--- src/rtl/fsm_pkg.sv ---
// Shared definitions for the target fsm and its driver: state encoding and
// the Moore output rule.
package fsm_pkg;

    typedef enum logic [1:0] {
        S1 = 2'd0,
        S2 = 2'd1,
        S3 = 2'd2,
        S4 = 2'd3
    } state_t;

    localparam logic [7:0] ERR_COUNT_MAX = 8'd255;

    function automatic logic exp_outp(input state_t s);
        return (s == S1) || (s == S2);
    endfunction

endpackage

--- src/rtl/fsm_shadow.sv ---
// Shadow copy of the target fsm.
// It follows the same x1 stimulus and predicts the Moore output every cycle.
module fsm_shadow
    import fsm_pkg::*;
(
    input  logic   clk,
    input  logic   reset,
    input  logic   i_x1,
    output state_t o_state,
    output logic   o_exp_outp
);

    state_t r_state;
    state_t w_next;

    always_ff @(posedge clk) begin
        if (reset) begin
            r_state <= S1;
        end else begin
            r_state <= w_next;
        end
    end

    always_comb begin
        w_next = S1;
        case (r_state)
            S1: begin
                if (i_x1) begin
                    w_next = S2;
                end else begin
                    w_next = S3;
                end
            end
            S2:      w_next = S4;
            S3:      w_next = S4;
            S4:      w_next = S1;
            default: w_next = S1;
        endcase
    end

    assign o_state    = r_state;
    assign o_exp_outp = exp_outp(r_state);

endmodule

--- src/rtl/fsm_driver.sv ---
// Drives a target fsm through a requested number of laps while checking its
// Moore output against a shadow copy.
module fsm_driver
    import fsm_pkg::*;
(
    input  logic        clk,
    input  logic        reset,
    input  logic        cmd_valid,
    output logic        cmd_ready,
    input  logic        cmd_path,
    input  logic [7:0]  cmd_laps,
    output logic        x1,
    input  logic        outp,
    output logic        done,
    output logic        err,
    output logic [7:0]  err_count,
    output logic [15:0] lap_count
);

    state_t      w_state;
    logic        w_exp_outp;
    logic        w_accept;
    logic        w_lap_start;
    logic        w_lap_end;
    logic        w_mismatch;

    logic        r_active;
    logic        r_path;
    logic [7:0]  r_laps_left;
    logic        r_in_lap;
    logic        r_done;
    logic        r_err;
    logic [7:0]  r_err_count;
    logic [15:0] r_lap_count;

    fsm_shadow u_shadow (
        .clk        (clk),
        .reset      (reset),
        .i_x1       (x1),
        .o_state    (w_state),
        .o_exp_outp (w_exp_outp)
    );

    assign w_accept    = cmd_valid && !r_active;
    assign w_lap_start = r_active && (r_laps_left != 8'd0) && (w_state == S1);
    assign w_lap_end   = (w_state == S4) && r_in_lap;
    assign w_mismatch  = (outp != w_exp_outp);

    always_comb begin
        x1 = 1'b0;
        if (w_lap_start) begin
            x1 = r_path;
        end else begin
            x1 = 1'b0;
        end
    end

    // Command acceptance and lap bookkeeping; accept and lap end never coincide
    // because a lap in progress implies the block is busy.
    always_ff @(posedge clk) begin
        if (reset) begin
            r_active    <= 1'b0;
            r_path      <= 1'b0;
            r_laps_left <= 8'd0;
            r_in_lap    <= 1'b0;
            r_done      <= 1'b0;
            r_lap_count <= 16'd0;
        end else begin
            r_done <= 1'b0;
            if (w_lap_start) begin
                r_in_lap <= 1'b1;
            end
            if (w_lap_end) begin
                r_in_lap    <= 1'b0;
                r_laps_left <= r_laps_left - 8'd1;
                r_lap_count <= r_lap_count + 16'd1;
                if (r_laps_left == 8'd1) begin
                    r_active <= 1'b0;
                    r_done   <= 1'b1;
                end
            end else if (w_accept) begin
                r_path      <= cmd_path;
                r_laps_left <= cmd_laps;
                if (cmd_laps == 8'd0) begin
                    r_done <= 1'b1;
                end else begin
                    r_active <= 1'b1;
                end
            end
        end
    end

    // Error state is independent of lap state so both update in the same cycle.
    always_ff @(posedge clk) begin
        if (reset) begin
            r_err       <= 1'b0;
            r_err_count <= 8'd0;
        end else if (w_mismatch) begin
            r_err <= 1'b1;
            if (r_err_count != ERR_COUNT_MAX) begin
                r_err_count <= r_err_count + 8'd1;
            end
        end
    end

    assign cmd_ready = !r_active;
    assign done      = r_done;
    assign err       = r_err;
    assign err_count = r_err_count;
    assign lap_count = r_lap_count;

endmodule
--- config.mk ---
export PLATFORM = sky130hd
export DESIGN_NAME = fsm_driver
export DESIGN_NICKNAME = d
export VERILOG_FILES = /design/src/rtl/fsm_pkg.sv /design/src/rtl/fsm_shadow.sv /design/src/rtl/fsm_driver.sv
export SDC_FILE = /design/constraint.sdc
export NUM_CORES = 1
export LEC_CHECK = 0
export BUFFER_PORTS_ARGS = -buffer_cell sky130_fd_sc_hd__buf_2
export CAP_MARGIN = 20
export CORE_ASPECT_RATIO = 2
export CORE_UTILIZATION = 55
export CTS_CLUSTER_DIAMETER = 50
export DETAILED_ROUTE_END_ITERATION = 8
export PLACE_DENSITY = 0.8
export SETUP_SLACK_MARGIN = 0.02
export SYNTH_ARGS = -nofsm -noshare
export SYNTH_HDL_FRONTEND = slang
export SYNTH_SLANG_ARGS = --single-unit
--- constraint.sdc ---
create_clock -name clk -period 3.2 [get_ports clk]
set_clock_uncertainty 0.05 [all_clocks]
set_input_delay 0.64 -clock clk [delete_from_list [all_inputs] [get_ports clk]]
set_output_delay 0.64 -clock clk [all_outputs]
set_load 0.05 [all_outputs]
**Yosys cells after proc, flatten, opt, wreduce, memory -nomap -nowiden**

Cells that the tools add are included.

- $add $sub $neg: 3
- Equal/unequal tests: 8
- Muxes and demuxes: 13
- Bitwise logic cells: 1
- Reduce and logical (&&, ||, !) cells: 15

Operators with widths:

| kind | count |
|---|---|
| $add A16 B1 Y16 const B | 1 |
| $mux W8 | 2 |
| $mux W1 | 9 |
| $add A8 B1 Y8 const B | 1 |
| $eq A8 B1 Y1 const B | 1 |
| $logic_not A8 Y1 | 1 |
| $ne A8 B8 Y1 const B | 1 |
| $reduce_bool A8 Y1 | 1 |
| $sub A8 B1 Y8 const B | 1 |
| $pmux W2 S3 | 1 |
| $eq A2 B2 Y1 const B | 2 |
| $logic_and A1 B1 Y1 | 4 |
| $reduce_and A2 Y1 | 2 |
| $reduce_or A2 Y1 | 2 |
| $reduce_and A3 Y1 | 1 |
| $eq A2 B1 Y1 const B | 1 |
| $logic_not A2 Y1 | 1 |
| $mux W2 | 1 |
| $ne A2 B1 Y1 const B | 1 |
| $ne A2 B2 Y1 const B | 1 |
| $reduce_bool A2 Y1 | 1 |
| $logic_not A1 Y1 | 1 |
| $logic_or A1 B1 Y1 | 1 |
| $ne A1 B1 Y1 | 1 |
| $not A1 Y1 | 1 |

- Flip-flop bits (word level): 39
- Input bits: 13
- Output and inout port bits: 28
- Word-level logic and storage cells: 49

**Logic depth before layout (Yosys ltp)**

- Word-level depth: 6
- Gate-level depth with buffers: 6
- Depth with buffers taken out: 6

**By module**

From an unflattened synthesis, not the netlist that was laid out.

- Cells, all modules: 224
- Area total of the unflattened synthesis: 1,870.5 sq um

Modules (own cells, without submodules):

| module | instances | cells an instance | area each (sq um) | seq. area each (sq um) |
|---|---|---|---|---|
| fsm_driver | 1 | 213 | 1,766.7 | 740.7 |
| fsm_shadow | 1 | 11 | 103.8 | 40.0 |

**Worst setup path before layout**

OpenSTA, ideal clock, no wires.

- Path type: reg2reg
- Start: register r_lap_count[3], in the netlist lap_count[3]
- End: register r_lap_count[15], in the netlist lap_count[15]
- Setup time: 0.121 ns
- Data arrival time: 1.730 ns
- Slack: 1.300 ns
- Cell stages (with the launch flop): 5
- Cell sequence: dfxtp_1 > nand4_1 > nor3_2 > nand4_1 > mux2_2

- Word-level cells in the longest chain between the ends: 1

RTL lines:

| what | RTL line | text |
|---|---|---|
| start: declaration | fsm_driver.sv:34 | `logic [15:0] r_lap_count;` |
| start signal: assignment | fsm_driver.sv:76 | `r_lap_count <= r_lap_count + 16'd1;` |
| $add A16 B1 Y16 | fsm_driver.sv:76 |  |

Every way passes these cells.
A chain may end at the register's enable or synchronous reset.

**Worst setup path after layout**

- Start: register r_laps_left[2]
- End: output x1

- Word-level cells in the longest chain between the ends: 4

RTL lines:

| what | RTL line | text |
|---|---|---|
| start: declaration | fsm_driver.sv:29 | `logic [7:0] r_laps_left;` |
| start signal: assignment | fsm_driver.sv:75 | `r_laps_left <= r_laps_left - 8'd1;` |
| start signal: assignment | fsm_driver.sv:83 | `r_laps_left <= cmd_laps;` |
| $reduce_bool A8 Y1 | fsm_driver.sv:45 | `assign w_lap_start = r_active && (r_laps_left != 8'd0) && (w_state == S1);` |
| $logic_and A1 B1 Y1 (2 in series) | fsm_driver.sv:45 |  |
| $mux W1 | fsm_driver.sv:51 | `if (w_lap_start) begin` |
| end: declaration | fsm_driver.sv:12 | `output logic x1,` |

Every way passes these cells.

==> run metrics <==
row count=30; Worst Hold Slack=about 400 ps; TritonCTS clock tree=done; largest net degree at the start of global routing=36; fmax=approximately 0.43 GHz; register share of total power=0.441; failing checks=DRC; Place WS=around 1200 ps; PortBufs=40; Detail Placement HPWL=approximately 3300 um; Clock Latency Late Sink=approximately 290 ps; first-pass GRT wire length=about 7400 um; cell area after synthesis=between 1500 and 2000 sq um; DIE HEIGHT=roughly 86 um; gr ovfl total=0; detailed-route wire length per cell=~15 um; htree depth=2; Sw Ratio=0.278; Die Footprint=roughly 3700 sq um; Reg clk slew, reported paths=80 ps; Main synth FF type=dfxtp_1; CTS Buf Count=5; setup TNS=0 ps; crit path launch type=register; post_cts resized=0; Max-Cap Viols=0; clock share of power=0.400; post-CTS setup buffers=0; Final setup viols=0; multiplexer area fraction after synthesis=0.0169; First DRT Iteration DRCs=54; GP Congestion=roughly 0.86; FFs w/ async S/R, synth=0; Residual DRC=4; CP arrival=1660 ps; post-DR vias/cell=between 6 and 7; status=complete, but fails checks; syn nets=about 250; Worst VDD drop=311 uV; Synth Area in Compound Gates=0.142; final design utilization=0.682; drt pass-1 iters=8; Yosys warning count=0; vias in the first global route=about 1700; Die Width=43.8 um; Antenna Cells=0; fraction of the yosys area taken by sequential cells=0.407; I/O Pins=slightly above 40; Comb power frac=0.159; antenna violations before repair=0; hold crit path type=reg -> reg; Largest stage delay, worst path=~400 ps; Worst setup EP type=output pin; Slew Limit Fails=0; Final Hold Viols=0; final setup margin=between 800 and 900 ps; RSZ-0062 raised after global routing=no; worst-path maximum fanout=7; number of synthesized flops with an enable pin=0; CP max-delay cell=nor4_1; cts hold-fix bufs=0; Tightest Pin Transition=631 ps; distinct cell type count after synthesis=45; most frequent cells in the layout=40 x buf_2, 39 x dfxtp_1, 28 x nor2_1; mean post-synth cell area=between 8 and 9 sq um; relative slew slack=0.579; P per Cell Area=between 500 and 600 nW/um^2; Seq cells post-synth=39; share of layout cells above drive strength 1=0.213; Total GRT Usage=0.261; Crit Path Category=reg -> out; Starting Density=0.575; clock sink count=39; post-route ant nets=0; area delta synth->final=18.8%; commonest non-fill, non-tap cell in the layout=buf_2; final critical-path share of the clock period=0.735; Net Sw Power=roughly 0.00034 W; crit-path cells=nor4_1 > nand3_1 > and2_1 > buf_2; routed vias=about 1800; Tmin final=between 2000 and 2500 ps; Post-Synth Adder-Cell Area=0.0522; Syn Inst Count=approximately 220; Post-Synth XOR/XNOR Area=0.0593; CTS root buffer=clkbuf_8; Leak Pwr=between 0.9 and 1 nW; core area=3340 sq um; final net count=~290; Int Power=between 0.0008 and 0.0009 W; main combinational cell family by area after synthesis=simple AND/OR/NAND/NOR gates; final WL=between 4000 and 5000 um; critical path data required time=between 2000 and 3000 ps; CTS max path bufs=2; Synth Area in Simple Gates=0.291
[cells in the mapped netlist, types with 2 or more instances]
cell type,instances,share of area
nand2_1,16,0.031
clkbuf_1,4,0.0078
mux2_2,2,0.012
nand3_1,10,0.026
and2_1,3,0.0098
a31o_2,2,0.0091
or4_1,3,0.012
nor4_1,5,0.016
a21oi_1,12,0.031
nor2_1,28,0.055
nand2b_1,3,0.0098
xnor2_1,9,0.041
or3_1,5,0.016
a211oi_1,7,0.027
inv_1,10,0.020
dfxtp_1,39,0.41
a311oi_1,2,0.0091
nor3_2,2,0.010
nor3_1,9,0.023
xor2_1,4,0.018
ha_1,8,0.052
nor2b_1,3,0.0098
o21ai_0,2,0.0052
nand4_1,8,0.026
o31ai_1,3,0.012
and4_1,3,0.014
a31oi_1,2,0.0065
o211ai_1,3,0.012
[registers in the layout, indices dropped and copies added, names as in the netlist]
register,cells
r_active,1
err_count,8
u_shadow.o_state,2
r_laps_left,8
r_path,1
r_in_lap,1
lap_count,16
err,1
done,1
[critical path, delay by kind of cell (launching register included)]
family                 cells  cell delay [ps]
and+or+nand+nor            3              790
DFF                        1              370
buffers and inverters      1              210
[power by group through the flow]
stage	Combinational, W	Clock (W)	Sequential (W)
floorplan	0.000114	0	0.000582
global placement	0.000190	0	0.000554
detailed placement	0.000195	0	0.000555
CTS	0.000197	0.000499	0.000544
global route	0.000216	0.000523	0.000550
finish	0.000196	0.000493	0.000545
[metal layers]
metal	part of all wire	wire (um)	GRT usage
met3	0.032	142	0.0358
met2	0.56	2490	0.482
met1	0.37	1670	0.259
met5	0	0	0
met4	0.038	172	0.153
[worst paths after layout]
path | from | end | slack (ps) | depth (start not counted)
worst min-delay path | r_path$_SDFFE_PP0P_ | r_path$_SDFFE_PP0P_ | 410 | 2
worst max register to register | u_shadow.o_state[0]$_SDFF_PP0_ | err_count[7]$_SDFFE_PP0P_ | 1200 | 6
worst min register to register | r_path$_SDFFE_PP0P_ | r_path$_SDFFE_PP0P_ | 410 | 2
worst max-delay path | r_laps_left[2]$_SDFFE_PP0P_ | x1 | 850 | 4
[stage by stage]
stage / instance area, sq um / power (W) / std cells
after floorplan: 1920 / 0.000696 / 224
after global placement: 2140 / 0.000744 / 291
after detailed placement: 2140 / 0.000750 / 291
after CTS: 2280 / 0.00124 / 299
after global routing: 2280 / 0.00129 / 299
final: 2280 / 0.00123 / 299
[kinds of logic after synthesis]
logic type	count (synthesis)
AO/OA/AOI/OAI	40
XOR/XNOR	13
adder cells (fa/ha/maj)	8
buffers and inverters	16
flip-flops	39
multiplexers	3
AND/OR/NAND/NOR	105
[area by class of cell]
type                       count  area, sq um
multi-input combinational    169         1080
fill                         291         1060
sequential                    39          781
timing repair buffer          41          208
clock buffer                   5         68.8
clock inverter                 3         67.6
tap                           32         40.0
inverter                      10         37.5
Note: power is estimated with default switching activity, not from simulation.
